--- config.mk ---
export PLATFORM = sky130hd
export DESIGN_NAME = uart_codec_sequencer
export DESIGN_NICKNAME = d
export VERILOG_FILES = /design/src/rtl/codec_pkg.sv /design/src/rtl/uart_tx_handshake.sv /design/src/rtl/uart_codec_sequencer.sv
export SDC_FILE = /design/constraint.sdc
export NUM_CORES = 1
export LEC_CHECK = 0
export BUFFER_PORTS_ARGS = -buffer_cell sky130_fd_sc_hd__buf_2
export CAP_MARGIN = 20
export CORE_MARGIN = 5
export CORE_UTILIZATION = 40
export DETAILED_ROUTE_END_ITERATION = 12
export GPL_ROUTABILITY_DRIVEN = 0
export GPL_TIMING_DRIVEN = 0
export HOLD_SLACK_MARGIN = 0.02
export PLACE_DENSITY_LB_ADDON = 0.05
export SLEW_MARGIN = 5
export SYNTH_ARGS = -nofsm -noshare
export SYNTH_HDL_FRONTEND = slang
export SYNTH_SLANG_ARGS = --single-unit
export TNS_END_PERCENT = 30
--- constraint.sdc ---
create_clock -name clk -period 2.35 [get_ports clk]
set_input_delay 0.1175 -clock clk [delete_from_list [all_inputs] [get_ports clk]]
set_output_delay 0.1175 -clock clk [all_outputs]
set_load 0.01 [all_outputs]
--- src/rtl/codec_pkg.sv ---
`default_nettype none
// ============================================================================
//  Module   : codec_pkg
//  Brief    : Shared types and constants for the UART codec sequencer.
//  Revision : 1.0 - initial release
// ============================================================================
package codec_pkg;

  // Frame sequencer states
  typedef enum logic [2:0] {
    S_IDLE    = 3'd0,
    S_COLLECT = 3'd1,
    S_CLEAR   = 3'd2,
    S_ENCODE  = 3'd3,
    S_DRAIN   = 3'd4,
    S_SEND    = 3'd5,
    S_WAIT_TX = 3'd6
  } seq_state_t;

  localparam int K_MIN     = 3;
  localparam int K_MAX     = 6;
  localparam int K_DEFAULT = 3;
  localparam int ENC_RATE  = 2;

  // Out-of-range constraint lengths fall back to the default
  function automatic logic [2:0] k_select(input logic [2:0] k);
    if ((k >= 3'(K_MIN)) && (k <= 3'(K_MAX))) begin
      return k;
    end
    return 3'(K_DEFAULT);
  endfunction

endpackage : codec_pkg
`default_nettype wire

--- src/rtl/uart_tx_handshake.sv ---
`default_nettype none
// ============================================================================
//  Module   : uart_tx_handshake
//  Brief    : Issues one tx_start per request while the transmitter is idle,
//             then tracks busy rise-then-fall and acknowledges completion.
//  Revision : 1.0 - initial release
// ============================================================================
module uart_tx_handshake (
  input  logic       clk,
  input  logic       rst_n,
  input  logic       flush_i,
  input  logic       req_i,
  input  logic [7:0] data_i,
  input  logic       tx_busy_i,
  output logic       launch_o,
  output logic       ack_o,
  output logic       tx_start_o,
  output logic [7:0] tx_data_o
);

  localparam logic [1:0] HS_IDLE = 2'd0;
  localparam logic [1:0] HS_RISE = 2'd1;
  localparam logic [1:0] HS_FALL = 2'd2;

  logic [1:0] hs_q, hs_d;
  logic       tx_start_q;
  logic [7:0] tx_data_q;

  // Handshake state register
  always_ff @(posedge clk or negedge rst_n) begin
    if (!rst_n) hs_q <= HS_IDLE;
    else        hs_q <= hs_d;
  end

  // Next state: launch only when idle, then require busy to rise and fall
  always_comb begin
    hs_d = hs_q;
    if (flush_i) begin
      hs_d = HS_IDLE;
    end else begin
      case (hs_q)
        HS_IDLE: if (req_i && !tx_busy_i) hs_d = HS_RISE;
        HS_RISE: if (tx_busy_i)           hs_d = HS_FALL;
        HS_FALL: if (!tx_busy_i)          hs_d = HS_IDLE;
        default:                          hs_d = HS_IDLE;
      endcase
    end
  end

  // Outputs decoded from the current state
  always_comb begin
    launch_o = (hs_q == HS_IDLE) && req_i && !tx_busy_i && !flush_i;
    ack_o    = (hs_q == HS_FALL) && !tx_busy_i && !flush_i;
  end

  // Registered start pulse; data held until the next launch so an in-flight byte is undisturbed
  always_ff @(posedge clk or negedge rst_n) begin
    if (!rst_n) begin
      tx_start_q <= 1'b0;
      tx_data_q  <= 8'h00;
    end else begin
      tx_start_q <= launch_o;
      if (launch_o) tx_data_q <= data_i;
    end
  end

  assign tx_start_o = tx_start_q;
  assign tx_data_o  = tx_data_q;

endmodule : uart_tx_handshake
`default_nettype wire

--- src/rtl/uart_codec_sequencer.sv ---
`default_nettype none
// ============================================================================
//  Module   : uart_codec_sequencer
//  Brief    : Collects a frame of UART bytes, streams it bit-serially through
//             the convolutional encoder, packs the rate-1/2 output and sends
//             it back through the UART transmitter.
//  Revision : 1.0 - initial release
// ============================================================================
module uart_codec_sequencer
  import codec_pkg::*;
#(
  parameter int NUM_BYTES   = 4,
  parameter int ENC_LATENCY = 1
) (
  input  logic       clk,
  input  logic       rst_n,
  input  logic       rx_valid,
  input  logic [7:0] rx_data,
  input  logic       flush,
  input  logic [2:0] k_sel,
  output logic       enc_clear,
  output logic       enc_bit,
  output logic       enc_valid,
  output logic [2:0] enc_k,
  input  logic [1:0] enc_out,
  output logic       tx_start,
  output logic [7:0] tx_data,
  input  logic       tx_busy,
  output logic       busy,
  output logic       overrun
);

  localparam int NBITS = 8 * NUM_BYTES;
  localparam int NOUT  = 2 * NUM_BYTES;
  localparam int OBW   = ENC_RATE * NBITS;
  localparam int RXW   = $clog2(NUM_BYTES + 1);
  localparam int BW    = $clog2(NBITS + 1);
  localparam int MW    = $clog2(NOUT + 1);

  seq_state_t          state_q, state_d;
  logic [RXW-1:0]      rx_cnt_q, rx_cnt_d;
  logic [BW-1:0]       bit_cnt_q, bit_cnt_d;
  logic [BW-1:0]       cap_cnt_q, cap_cnt_d;
  logic [MW-1:0]       byte_cnt_q, byte_cnt_d;
  logic [NBITS-1:0]    in_buf_q, in_buf_d;
  logic [OBW-1:0]      out_buf_q, out_buf_d;
  logic [2:0]          enc_k_q, enc_k_d;
  logic                overrun_q, overrun_d;
  logic [ENC_LATENCY-1:0] dly_q, w_dly_d;

  logic                w_rx_take, w_rx_last, w_cap, w_launch, w_ack;
  logic [NBITS-1:0]    w_in_shift;
  logic [7:0]          w_tx_byte;

  assign w_rx_take  = rx_valid && !flush && ((state_q == S_IDLE) || (state_q == S_COLLECT));
  assign w_rx_last  = w_rx_take && (rx_cnt_q == RXW'(NUM_BYTES - 1));
  assign w_cap      = dly_q[ENC_LATENCY-1];
  assign w_in_shift = in_buf_q >> bit_cnt_q;

  // Sequencer state register
  always_ff @(posedge clk or negedge rst_n) begin
    if (!rst_n) state_q <= S_IDLE;
    else        state_q <= state_d;
  end

  // Sequencer next state; flush overrides everything
  always_comb begin
    state_d = state_q;
    case (state_q)
      S_IDLE, S_COLLECT: if (w_rx_take) state_d = w_rx_last ? S_CLEAR : S_COLLECT;
      S_CLEAR:           state_d = S_ENCODE;
      S_ENCODE:          if (bit_cnt_q == BW'(NBITS - 1)) state_d = S_DRAIN;
      S_DRAIN:           if (w_cap && (cap_cnt_q == BW'(NBITS - 1))) state_d = S_SEND;
      S_SEND:            if (w_launch) state_d = S_WAIT_TX;
      S_WAIT_TX:         if (w_ack) state_d = (byte_cnt_q == MW'(NOUT - 1)) ? S_IDLE : S_SEND;
      default:           state_d = S_IDLE;
    endcase
    if (flush) state_d = S_IDLE;
  end

  // Sequencer outputs decoded from the current state
  always_comb begin
    enc_clear = (state_q == S_CLEAR);
    enc_valid = (state_q == S_ENCODE);
    enc_bit   = (state_q == S_ENCODE) && w_in_shift[0];
    busy      = (state_q != S_IDLE) && (state_q != S_COLLECT);
  end

  // Capture strobe follows enc_valid by the encoder latency; flush kills anything in flight
  generate
    if (ENC_LATENCY == 1) begin : g_dly_one
      assign w_dly_d = enc_valid & ~flush;
    end else begin : g_dly_multi
      assign w_dly_d = {dly_q[ENC_LATENCY-2:0], enc_valid} & {ENC_LATENCY{~flush}};
    end
  endgenerate

  // Output byte currently offered to the transmitter
  always_comb begin
    w_tx_byte = 8'h00;
    for (int m = 0; m < NOUT; m++) begin
      if (byte_cnt_q == MW'(m)) w_tx_byte = out_buf_q[8*m +: 8];
    end
  end

  // Counters, frame buffers, constraint length and overrun flag
  always_comb begin
    rx_cnt_d   = rx_cnt_q;
    bit_cnt_d  = bit_cnt_q;
    cap_cnt_d  = cap_cnt_q;
    byte_cnt_d = byte_cnt_q;
    in_buf_d   = in_buf_q;
    out_buf_d  = out_buf_q;
    enc_k_d    = enc_k_q;
    overrun_d  = overrun_q;
    if (flush) begin
      rx_cnt_d   = '0;
      bit_cnt_d  = '0;
      cap_cnt_d  = '0;
      byte_cnt_d = '0;
      in_buf_d   = '0;
      overrun_d  = 1'b0;
    end else begin
      if (w_rx_take) begin
        for (int b = 0; b < NUM_BYTES; b++) begin
          if (rx_cnt_q == RXW'(b)) in_buf_d[8*b +: 8] = rx_data;
        end
        rx_cnt_d = w_rx_last ? '0 : rx_cnt_q + RXW'(1);
        if (w_rx_last) enc_k_d = k_select(k_sel);
      end
      if (rx_valid && busy) overrun_d = 1'b1;
      if (state_q == S_CLEAR) begin
        bit_cnt_d  = '0;
        cap_cnt_d  = '0;
        byte_cnt_d = '0;
      end
      if (state_q == S_ENCODE) bit_cnt_d = bit_cnt_q + BW'(1);
      if (w_cap) begin
        for (int j = 0; j < NBITS; j++) begin
          if (cap_cnt_q == BW'(j)) out_buf_d[ENC_RATE*j +: ENC_RATE] = enc_out;
        end
        cap_cnt_d = cap_cnt_q + BW'(1);
      end
      if (w_ack) byte_cnt_d = byte_cnt_q + MW'(1);
    end
  end

  // Datapath registers
  always_ff @(posedge clk or negedge rst_n) begin
    if (!rst_n) begin
      rx_cnt_q   <= '0;
      bit_cnt_q  <= '0;
      cap_cnt_q  <= '0;
      byte_cnt_q <= '0;
      in_buf_q   <= '0;
      out_buf_q  <= '0;
      enc_k_q    <= 3'(K_DEFAULT);
      overrun_q  <= 1'b0;
      dly_q      <= '0;
    end else begin
      rx_cnt_q   <= rx_cnt_d;
      bit_cnt_q  <= bit_cnt_d;
      cap_cnt_q  <= cap_cnt_d;
      byte_cnt_q <= byte_cnt_d;
      in_buf_q   <= in_buf_d;
      out_buf_q  <= out_buf_d;
      enc_k_q    <= enc_k_d;
      overrun_q  <= overrun_d;
      dly_q      <= w_dly_d;
    end
  end

  assign enc_k   = enc_k_q;
  assign overrun = overrun_q;

  uart_tx_handshake u_tx_hs (
    .clk       (clk),
    .rst_n     (rst_n),
    .flush_i   (flush),
    .req_i     (state_q == S_SEND),
    .data_i    (w_tx_byte),
    .tx_busy_i (tx_busy),
    .launch_o  (w_launch),
    .ack_o     (w_ack),
    .tx_start_o(tx_start),
    .tx_data_o (tx_data)
  );

endmodule : uart_codec_sequencer
`default_nettype wire

==> results of run 1 <==
==> per-layer routing <==
| layer | vias up | GRT usage [%] | wire length [um] |
|---|---|---|---|
| met2 | 122 | 30.76 | 8331 |
| met3 | 20 | 4.247 | 605 |
| met4 | 0 | 6.136 | 361 |
| li1 | 2382 | - | - |
| met1 | 2529 | 23.64 | 7665 |
| met5 | - | 0 | 0 |
==> state kept, by name (all words and copies together) (netlist names) <==
signal              count
bit_cnt_q               6
byte_cnt_q              4
cap_cnt_q               6
dly_q                   1
enc_k                   3
in_buf_q               32
out_buf_q              64
overrun                 1
rx_cnt_q                3
state_q                 3
u_tx_hs.hs_q            2
u_tx_hs.tx_data_o       8
u_tx_hs.tx_start_o      1
==> through the flow <==
| stage | instances | power, uW | setup TNS, ps |
|---|---|---|---|
| after global placement | 887 | 2691 | -101120 |
| after global routing | 936 | 5513 | -172.6 |
| after CTS | 936 | 5372 | 0 |
| after floorplan | 633 | 2559 | 0 |
| final | 936 | 5312 | 0 |
| after detailed placement | 888 | 2704 | -26.54 |
==> where the power goes <==
group,total [uW],switching [uW],internal [uW]
Clock,2630,1060,1570
Combinational,285,180,105
Sequential,2390,27.3,2370
==> final cells by class <==
class / count / area share [%]
well taps: 220 / 3.499
flip-flops and latches: 134 / 42.69
repair buffers: 52 / 4.724
plain buffers: 39 / 2.402
inverters: 21 / 1.002
multi-input cells: 438 / 38.25
clock buffers: 18 / 5.456
clock inverters: 14 / 1.972
==> worst max-delay path by stage <==
stage,start,to,depth (start not counted)
2_1_floorplan,byte_cnt_q[1],u_tx_hs.tx_data_o[2],9
4_1_cts,bit_cnt_q[0],enc_bit,6
5_1_grt,byte_cnt_q[0],u_tx_hs.tx_data_o[1],7
3_5_place_dp,byte_cnt_q[0],u_tx_hs.tx_data_o[3],8
3_3_place_gp,rst_n,in_buf_q[13],1
6_report,byte_cnt_q[0],u_tx_hs.tx_data_o[1],7
==> what timing repair did <==
item,CTS,global route
pin swaps,1,1
hold buffers,16,0
gates resized for setup,10,5
buffers inserted,1,0
hold endpoints to repair,101,0
setup endpoints to repair,3,7
==> layout by cell type (no fill, tap or decap), types with 10 or more instances in the layout <==
cell           Yosys  routed
clkbuf_16          0      17
dlygate4sd3_1      0      16
o22ai_1           12      12
mux2_2            57      57
dfrtp_1          132     130
ha_1              13      13
a21oi_1           37      37
nand3_1           12      12
o21ai_0           56      55
nor2b_1           17      17
inv_1             21      21
nand2b_1          11      11
buf_2              7      40
nand2_1           61      61
nor2_1            59      59
clkbuf_1          27      23
mux2i_1           10      10
==> cells by family after synthesis <==
family	after synthesis	share of synthesized area, %
compound gates	150	14.28
xor+xnor	5	0.6629
fa+ha+maj	13	2.462
buf+inv	61	3.844
flops	134	50.79
mux	75	13.96
simple gates	195	14.01
==> cell usage after synthesis (4+ instances only) <==
master	number	area share [%]
o22ai_1	12	1.1
a21oi_1	37	2.8
ha_1	13	2.5
a22o_1	6	0.80
o32a_1	8	1.2
inv_1	21	1.2
o31ai_2	5	0.95
nand2_1	61	3.5
buf_2	7	0.53
clkbuf_1	27	1.5
o22a_1	5	0.66
a221oi_1	8	1.1
nor2b_1	17	1.6
nand3_1	12	0.91
o21ai_0	56	4.2
dfrtp_1	132	50
nor3_1	7	0.53
mux2_2	57	9.7
mux2i_1	10	1.5
nor3b_1	4	0.45
nor2_1	59	3.4
mux4_2	8	2.7
a31oi_1	4	0.38
nand2b_1	11	1.0
nand4_1	6	0.57
==> run summary, run 1 <==
synth unique cells = 52
Leakage Power = 0.003614 uW
syn nets = 664
Netlist Area Pre-Place = 6608 um2
Starting Density = 40.27%
pre-CTS setup slack = -22.25 ps
Post-synth EDFFs = 0
core box area = 16,410 um2
register area share after synthesis = 50.79%
post-route clock period utilization = 97.34%
Total GRT Usage = 18.38%
Pre-antenna DRT Iters = 5
fin util = 47.94%
fmax = 437.1 MHz
Core Rows = 47
r2r startpoint = byte_cnt_q[0]
Final Max Tran Viols = 0
critical path peak fanout = 10
vias per cell = 5.399
number of global-route vias before repair = 5,191
CTS tree = built
Max clock buf depth = 2
worst setup margin = 62.40 ps
Ports = 35
die area = 19,190 um2
first-pass GRT wire length = 28.00 mm
H-tree depth = 4
fin area = 7866 um2
layout cells sized above 1 = 22.91%
reg2reg setup slack = 60 ps
CP required = 2680 ps
Final min period = 2288 ps
Die Height = 138.5 um
dpl hpwl = 12.11 mm
Routed Antenna Nets = 0
status = completed
die width = 138.5 um
Crit path buffers/inverters = 2
Synth Instances = 633
Worst setup SP type = register
largest net degree at the start of global routing = 87
FFs w/ async S/R, synth = 100.0%
worst-margin pin slew = 871.6 ps
hold endpoint = out_buf_q[62]
hold slack = 64.49 ps
vias = 5,053
final hold viol count = 0
initial antenna violation count = 0
CP endpoint kind = register
Synth Warn # = 0
Filler Cell Count = 1,521
area of the multi-input gates = 3009 um2
relative slew slack = 41.08%
wirelength, routed = 16.96 mm
final setup fails = 0
area grow syn2layout = 19.05%
Worst path max stage delay = 440 ps
CP max-delay cell = dfrtp_1
Reg area = 3358 um2
PwrDens = 675.3 nW/um2
flops & latches, synth = 134
MaxCap Viol Count = 0
Crit Path Class = register to register
fin nets = 734
clock-pin slew on the worst setup and hold paths = 60 ps
Crit path max-delay family = compound AO/OA/AOI/OAI gates
hold path cells = 2
R2R cell count = 7
cells along the critical path = inv_1 > ha_1 > clkbuf_1 > a221oi_1 > o32a_1 > o22a_1 > o31ai_2
Avg WL per Cell = 18.12 um
port bufs = 34
Final Skew = 10.20 ps
Hold Path Origin = enc_out[0]
clock root cell = clkbuf_16
total CTS buffers = 17
CP arrival = 2620 ps
worst skew pair latency = 420 ps
worst hold path type = input pin to register
antenna diode count = 0
Residual DRC = 0
Remaining Overflow, GRT = 0
placed cell area = 7087 um2
predominant post-synthesis flop cell = dfrtp_1
clk sinks = 134
initial DRC count = 362
RSZ-0062 raised after global routing = yes
Worst VDD drop = 0.5311 mV
average cell area after synthesis = 10.44 um2
RR Endpoint = u_tx_hs.tx_data_o[1]
Power figures use the tool's default switching activity.
==> run 2: changes to the inputs <==
CORE_MARGIN = 3   (was 5)
GPL_ROUTABILITY_DRIVEN = 1   (was 0)
clock period = 2.06 ns   (was 2.35 ns; I/O delays follow)
==> run 2 against run 1 <==
Against the previous run:
- the run now ends with negative setup slack left
- flip-flop and latch count unchanged
- core utilization up 3.5 points
- register-to-register slack worse by 40 ps
- sequential share of layout area down 1.9 points
- combinational power up 16%
- critical path depth down 1
- via count down 0.63%
- worst hold slack worse by 26 ps
- design area up 4.6%
- clock skew down 0.83 ps
- power up 19%
- die area down 5.7%
- largest cell class unchanged
- largest power group unchanged
- highest routed layer unchanged
==> run summary, run 2 (synthesis gave the netlist of run 1 again) <==
status = complete, but fails checks
failing checks = negative setup slack
clock root cell = clkbuf_16
initial DRC count = 273 (-25%)
final hold viol count = 0 (unchanged)
largest net degree at the start of global routing = 87 (unchanged)
clk sinks = 134 (unchanged)
most used cell, CP = buf_6
most frequent cells in the layout = dfrtp_1 (130), nand2_1 (61), nor2_1 (58), mux2_2 (57), o21ai_0 (55)
wirelength, routed = 17.02 mm (+0.31%)
Max clock buf depth = 2 (unchanged)
worst skew pair latency = 430 ps (about the same)
layout cells sized above 1 = 27.61% (+4.7 points)
critical path peak fanout = 6 (-4)
area grow syn2layout = 24.52%
number of global-route vias before repair = 5,041 (-2.9%)
fin area = 8228 um2 (+4.6%)
worst setup margin = -196.6 ps (-259.0 ps)
vias per cell = 5.319 (-1.5%)
Worst VDD drop = 0.6259 mV (+18%)
fin util = 51.42% (+3.5 points)
largest register by flop count = out_buf_q
Routed Antenna Nets = 0 (unchanged)
post-route clock period utilization = 109.5%
RSZ-0062 raised after global routing = yes
relative slew slack = 44.01% (+2.9 points)
PnR Total Power = 6314 uW (+19%)
vias = 5,021 (-0.63%)
Die Height = 134.5 um (-2.9%)
Core Rows = 46 (-2.1%)
Ports = 35 (unchanged)
fin nets = 746 (+1.6%)
PwrDens = 767.4 nW/um2 (+14%)
Final Skew = 9.368 ps (-0.8342 ps)
first-pass GRT wire length = 27.64 mm (-1.3%)
Worst setup SP type = register
cells along the critical path = buf_6 > buf_6 > mux4_2 > a2111oi_4 > a211oi_2 > buf_2
fmax = 443.1 MHz
Avg WL per Cell = 18.03 um (-0.54%)
power share of the combinational group = 5.3% (about the same)
port bufs = 34 (unchanged)
Residual DRC = 0 (unchanged)
dpl hpwl = 11.88 mm (-1.9%)
worst-margin pin slew = 828.1 ps (-43.42 ps)
MaxCap Viol Count = 0 (unchanged)
commonest non-fill, non-tap cell in the layout = dfrtp_1
placed cell area = 7082 um2 (about the same)
Pre-antenna DRT Iters = 6 (+1)
core box area = 16,000 um2 (-2.5%)
switching share of total power = 23.10% (-0.82 points)
worst hold path type = input pin to register
post-route setup TNS = -196.6 ps (-196.6 ps)
Final Max Tran Viols = 0 (unchanged)
total CTS buffers = 17 (unchanged)
Largest register FFs = 64 (unchanged)
die area = 18,100 um2 (-5.7%)
RD Place Congestion = 0.8360
Seq pwr share = 43.3% (-1.8 points)
Total GRT Usage = 19.62% (+1.2 points)
fin cells = 944 (+0.85%)
clock-pin slew on the worst setup and hold paths = 60 ps (about the same)
Starting Density = 41.30% (+1.0 points)
CP required = 1960 ps (-720 ps)
CTS tree = built
Leakage Power = 0.003769 uW (+4.3%)
placed cells = 884 (-0.45%)
Remaining Overflow, GRT = 0 (unchanged)
clock share of power = 51.4% (+1.8 points)
Crit Path Class = register to primary output
H-tree depth = 4 (unchanged)
CP arrival = 2150 ps (-470 ps)
CP endpoint kind = primary output
antenna diode count = 0 (unchanged)
final setup fails = 1 (+1)
P_sw = 1458 uW (+15%)
Final min period = 2257 ps
Pint = 4856 uW (+20%)
CP max-delay cell = mux4_2
initial antenna violation count = 0 (unchanged)
die width = 134.5 um (-2.9%)
Worst path max stage delay = 530 ps (+90 ps)
==> run 2: cell types whose count changed in the layout (fill, tap and decap cells not counted), sizes merged <==
cell         change
clkinvlp         +1
bufinv           +2
dlygate4sd3      +1
clkbuf           -4
clkinv           -2
buf             +14
==> run 2: per-stage QoR <==
| step | hold WS, ps | worst slack (ps) |
|---|---|---|
| 2_1_floorplan | -192.6 | 130.9 |
| 3_3_place_gp | 329.0 | -1015 |
| 3_5_place_dp | 90.21 | -329.1 |
| 4_1_cts | 32.78 | -256.8 |
| 5_1_grt | 44.13 | -299.1 |
| 6_report | 38.22 | -196.6 |
==> run 2: routing by layer <==
| metal | global-route usage, % | routed length [um] | up-vias |
|---|---|---|---|
| met5 | 0 | 0 | - |
| met2 | 32.04 | 8408 | 101 |
| met1 | 26.49 | 7670 | 2481 |
| met4 | 6.787 | 323 | 0 |
| li1 | - | - | 2415 |
| met3 | 3.614 | 615 | 24 |
==> run 2: timing repair <==
item,in CTS,in global routing
pin swaps,9,25
buffers inserted,3,11
hold buffers,17,0
resized for setup,20,45
endpoints found under the setup margin,9,47
endpoints found under the hold margin,66,0
==> run 2: worst max-delay path: cells and delay by family, from the launching register on <==
kind                   cells  cell delay [ps]
multiplexers               1              530
AO/OA/AOI/OAI              2              390
flip-flops                 1              380
buffers and inverters      3              420
==> run 2: path summary, 6_finish.rpt <==
check	end	start	slack (ps)	cells past startpoint
min in group asynchronous	out_buf_q[1]	rst_n	190	2
hold reg to reg	enc_k[0]	enc_k[0]	470	2
setup / recovery	enc_bit	bit_cnt_q[0]	-200	6
hold / removal	out_buf_q[62]	enc_out[0]	40	2
max in group asynchronous	in_buf_q[11]	rst_n	1080	3
setup reg to reg	u_tx_hs.tx_data_o[6]	byte_cnt_q[0]	20	8
==> run 2: layout make-up <==
type,count,area (um2)
Sequential cell,134,3358
Inverter,21,81.33
Clock inverter,15,205.2
Timing Repair Buffer,66,494.2
Buffer,37,202.7
Clock buffer,17,425.4
Tap cell,216,270.3
Fill cell,1489,7772
Multi-Input combinational cell,438,3191
==> run 2: power by group through the flow <==
stage	registers, uW	logic, uW	clock network [uW]
floorplan	2780	142	0
global placement	2780	291	0
detailed placement	2780	303	0
CTS	2730	334	3310
global route	2740	374	3430
finish	2730	332	3250
==> run 3: changes to the inputs <==
==> constraint.sdc (replaced) <==
create_clock -name clk -period 2.06 [get_ports clk]
set_input_delay 0.206 -clock clk [delete_from_list [all_inputs] [get_ports clk]]
set_output_delay 0.206 -clock clk [all_outputs]
set_load 0.01 [all_outputs]
==> run 3 against run 2 <==
Against the previous run:
- the flow still finishes with violations (negative setup slack)
- critical path depth did not move
- worst setup slack got worse by 100 ps
- clock power barely moved
- maximum frequency fell by 4.4%
- non-clock buffer count fell by 15
- largest power group unchanged
==> run summary, run 3 (synthesis gave the netlist of run 1 again) <==
status = complete, but fails checks
failing checks = negative setup slack
vias per cell = 5.358 (+0.74%)
Leakage Power = 0.003706 uW (-1.7%)
clock-pin slew on the worst setup and hold paths = 60 ps (about the same)
CP max-delay cell = mux4_2
die width = 134.5 um (unchanged)
clock root cell = clkbuf_16
vias = 4,978 (-0.86%)
die area = 18,100 um2 (unchanged)
port bufs = 34 (unchanged)
largest register by flop count = out_buf_q
fin util = 50.48% (-0.94 points)
RD Place Congestion = 0.8360 (unchanged)
fmax = 423.6 MHz (-4.4%)
worst-margin pin slew = 826.4 ps (-1.700 ps)
initial DRC count = 288 (+5.5%)
P_sw = 1455 uW (-0.19%)
final hold viol count = 0 (unchanged)
relative slew slack = 44.13% (+0.11 points)
Largest register FFs = 64 (unchanged)
most used cell, CP = buf_6
Remaining Overflow, GRT = 0 (unchanged)
post-route setup TNS = -300.9 ps (-104.3 ps)
core box area = 16,000 um2 (unchanged)
Final min period = 2361 ps (+104.3 ps)
CP arrival = 2150 ps (about the same)
layout cells sized above 1 = 28.19% (+0.58 points)
CTS tree = built
MaxCap Viol Count = 0 (unchanged)
area grow syn2layout = 22.25%
Worst path max stage delay = 520 ps (about the same)
Max clock buf depth = 2 (unchanged)
Total GRT Usage = 19.57% (-0.056 points)
Ports = 35 (unchanged)
Residual DRC = 0 (unchanged)
Crit path max-delay family = multiplexers
switching share of total power = 23.13% (+0.036 points)
Pre-antenna DRT Iters = 6 (unchanged)
total CTS buffers = 17 (unchanged)
antenna diode count = 0 (unchanged)
CP required = 1850 ps (-110 ps)
Avg WL per Cell = 18.19 um (+0.92%)
initial antenna violation count = 0 (unchanged)
dpl hpwl = 11.88 mm (unchanged)
power share of the combinational group = 4.9% (-0.4 points)
Crit path buffers/inverters = 3 (unchanged)
Crit Path Class = register to primary output
Final Skew = 8.365 ps (-1.003 ps)
area of the multi-input gates = 3191 um2 (unchanged)
wirelength, routed = 16.90 mm (-0.68%)
critical path peak fanout = 6 (unchanged)
Die Height = 134.5 um (unchanged)
worst hold path type = input pin to register
commonest non-fill, non-tap cell in the layout = dfrtp_1
largest net degree at the start of global routing = 87 (unchanged)
worst setup margin = -300.9 ps (-104.3 ps)
Worst setup SP type = register
worst skew pair latency = 430 ps (about the same)
fin nets = 731 (-2.0%)
final setup fails = 1 (unchanged)
Starting Density = 41.30% (unchanged)
Pint = 4837 uW (-0.39%)
Reg area = 3358 um2 (unchanged)
Worst VDD drop = 0.6296 mV (+0.58%)
Filler Cell Count = 1,504 (+1.0%)
clk sinks = 134 (unchanged)
CP endpoint kind = primary output
PwrDens = 779.0 nW/um2 (+1.5%)
Routed Antenna Nets = 0 (unchanged)
cells along the critical path = buf_6 > buf_6 > mux4_2 > a2111oi_4 > a211oi_2 > buf_2
Seq pwr share = 43.4% (about the same)
Final Max Tran Viols = 0 (unchanged)
post-route clock period utilization = 114.6% (+5.1 points)
first-pass GRT wire length = 27.54 mm (-0.38%)
clock share of power = 51.6% (+0.2 points)
H-tree depth = 4 (unchanged)
number of global-route vias before repair = 4,990 (-1.0%)
most frequent cells in the layout = dfrtp_1 (130), nand2_1 (61), nor2_1 (58), mux2_2 (57), o21ai_0 (55)
RSZ-0062 raised after global routing = yes
Core Rows = 46 (unchanged)
run 3: stage by stage:
step | std cells | hold WS [ps] | total power, uW | cell area, um2 | setup WS (ps)
after detailed placement | 884 | 193.2 | 3083 | 7082 | -329.1
after global routing | 929 | 59.50 | 6524 | 8078 | -402.1
final | 929 | 38.31 | 6292 | 8078 | -300.9
after global placement | 883 | 432.0 | 3067 | 7048 | -1118
after floorplan | 633 | -89.59 | 2920 | 6608 | 130.9
after CTS | 920 | 21.78 | 6353 | 7819 | -359.8
run 3: worst paths after layout:
check                              startpoint  slack [ps]              endpoint  cells after the start
worst max-delay path             bit_cnt_q[0]        -300               enc_bit                      6
worst min-delay path               rx_data[6]          40          in_buf_q[30]                      3
worst max register to register  byte_cnt_q[1]          20  u_tx_hs.tx_data_o[0]                      6
worst min register to register       enc_k[0]         470              enc_k[0]                      2
max in group asynchronous               rst_n         980           in_buf_q[0]                      3
min in group asynchronous               rst_n         290          out_buf_q[1]                      2
run 3: repair_timing:
item,CTS,global route
setup buffers,3,11
hold buffers,2,0
endpoints found under the hold margin,47,0
gates resized for setup,20,45
pin swaps,9,25
setup endpoints to repair,9,47
run 3: layout make-up:
cell class | count | share of cell area [%]
Tap cell | 216 | 3.346
Timing Repair Buffer | 51 | 4.260
Multi-Input combinational cell | 438 | 39.50
Sequential cell | 134 | 41.57
Inverter | 21 | 1.007
Clock inverter | 15 | 2.540
Clock buffer | 17 | 5.266
Buffer | 37 | 2.509
run 3: worst register-to-register path, delay by kind of cell, from the launching register on:
kind | cells | cell delay [ps]
AOI/OAI and AO/OA | 3 | 860
DFF | 1 | 410
and+or+nand+nor | 1 | 390
adders and majority gates | 1 | 160
buffers and inverters | 1 | 140
run 3: power groups by stage:
stage / clock network (uW) / logic (uW) / registers [uW]
global placement: 0 / 291 / 2780
finish: 3250 / 310 / 2730
detailed placement: 0 / 303 / 2780
floorplan: 0 / 142 / 2780
CTS: 3310 / 312 / 2730
global route: 3430 / 351 / 2740
run 3: metal layers:
metal  part of all wire (%)  track usage (%)  up-vias
li1                       -                -     2393
met1                     45            26.49     2461
met2                     49            31.79       97
met3                    3.7            3.689       27
met4                    2.1            6.787        0
met5                      0                0        -
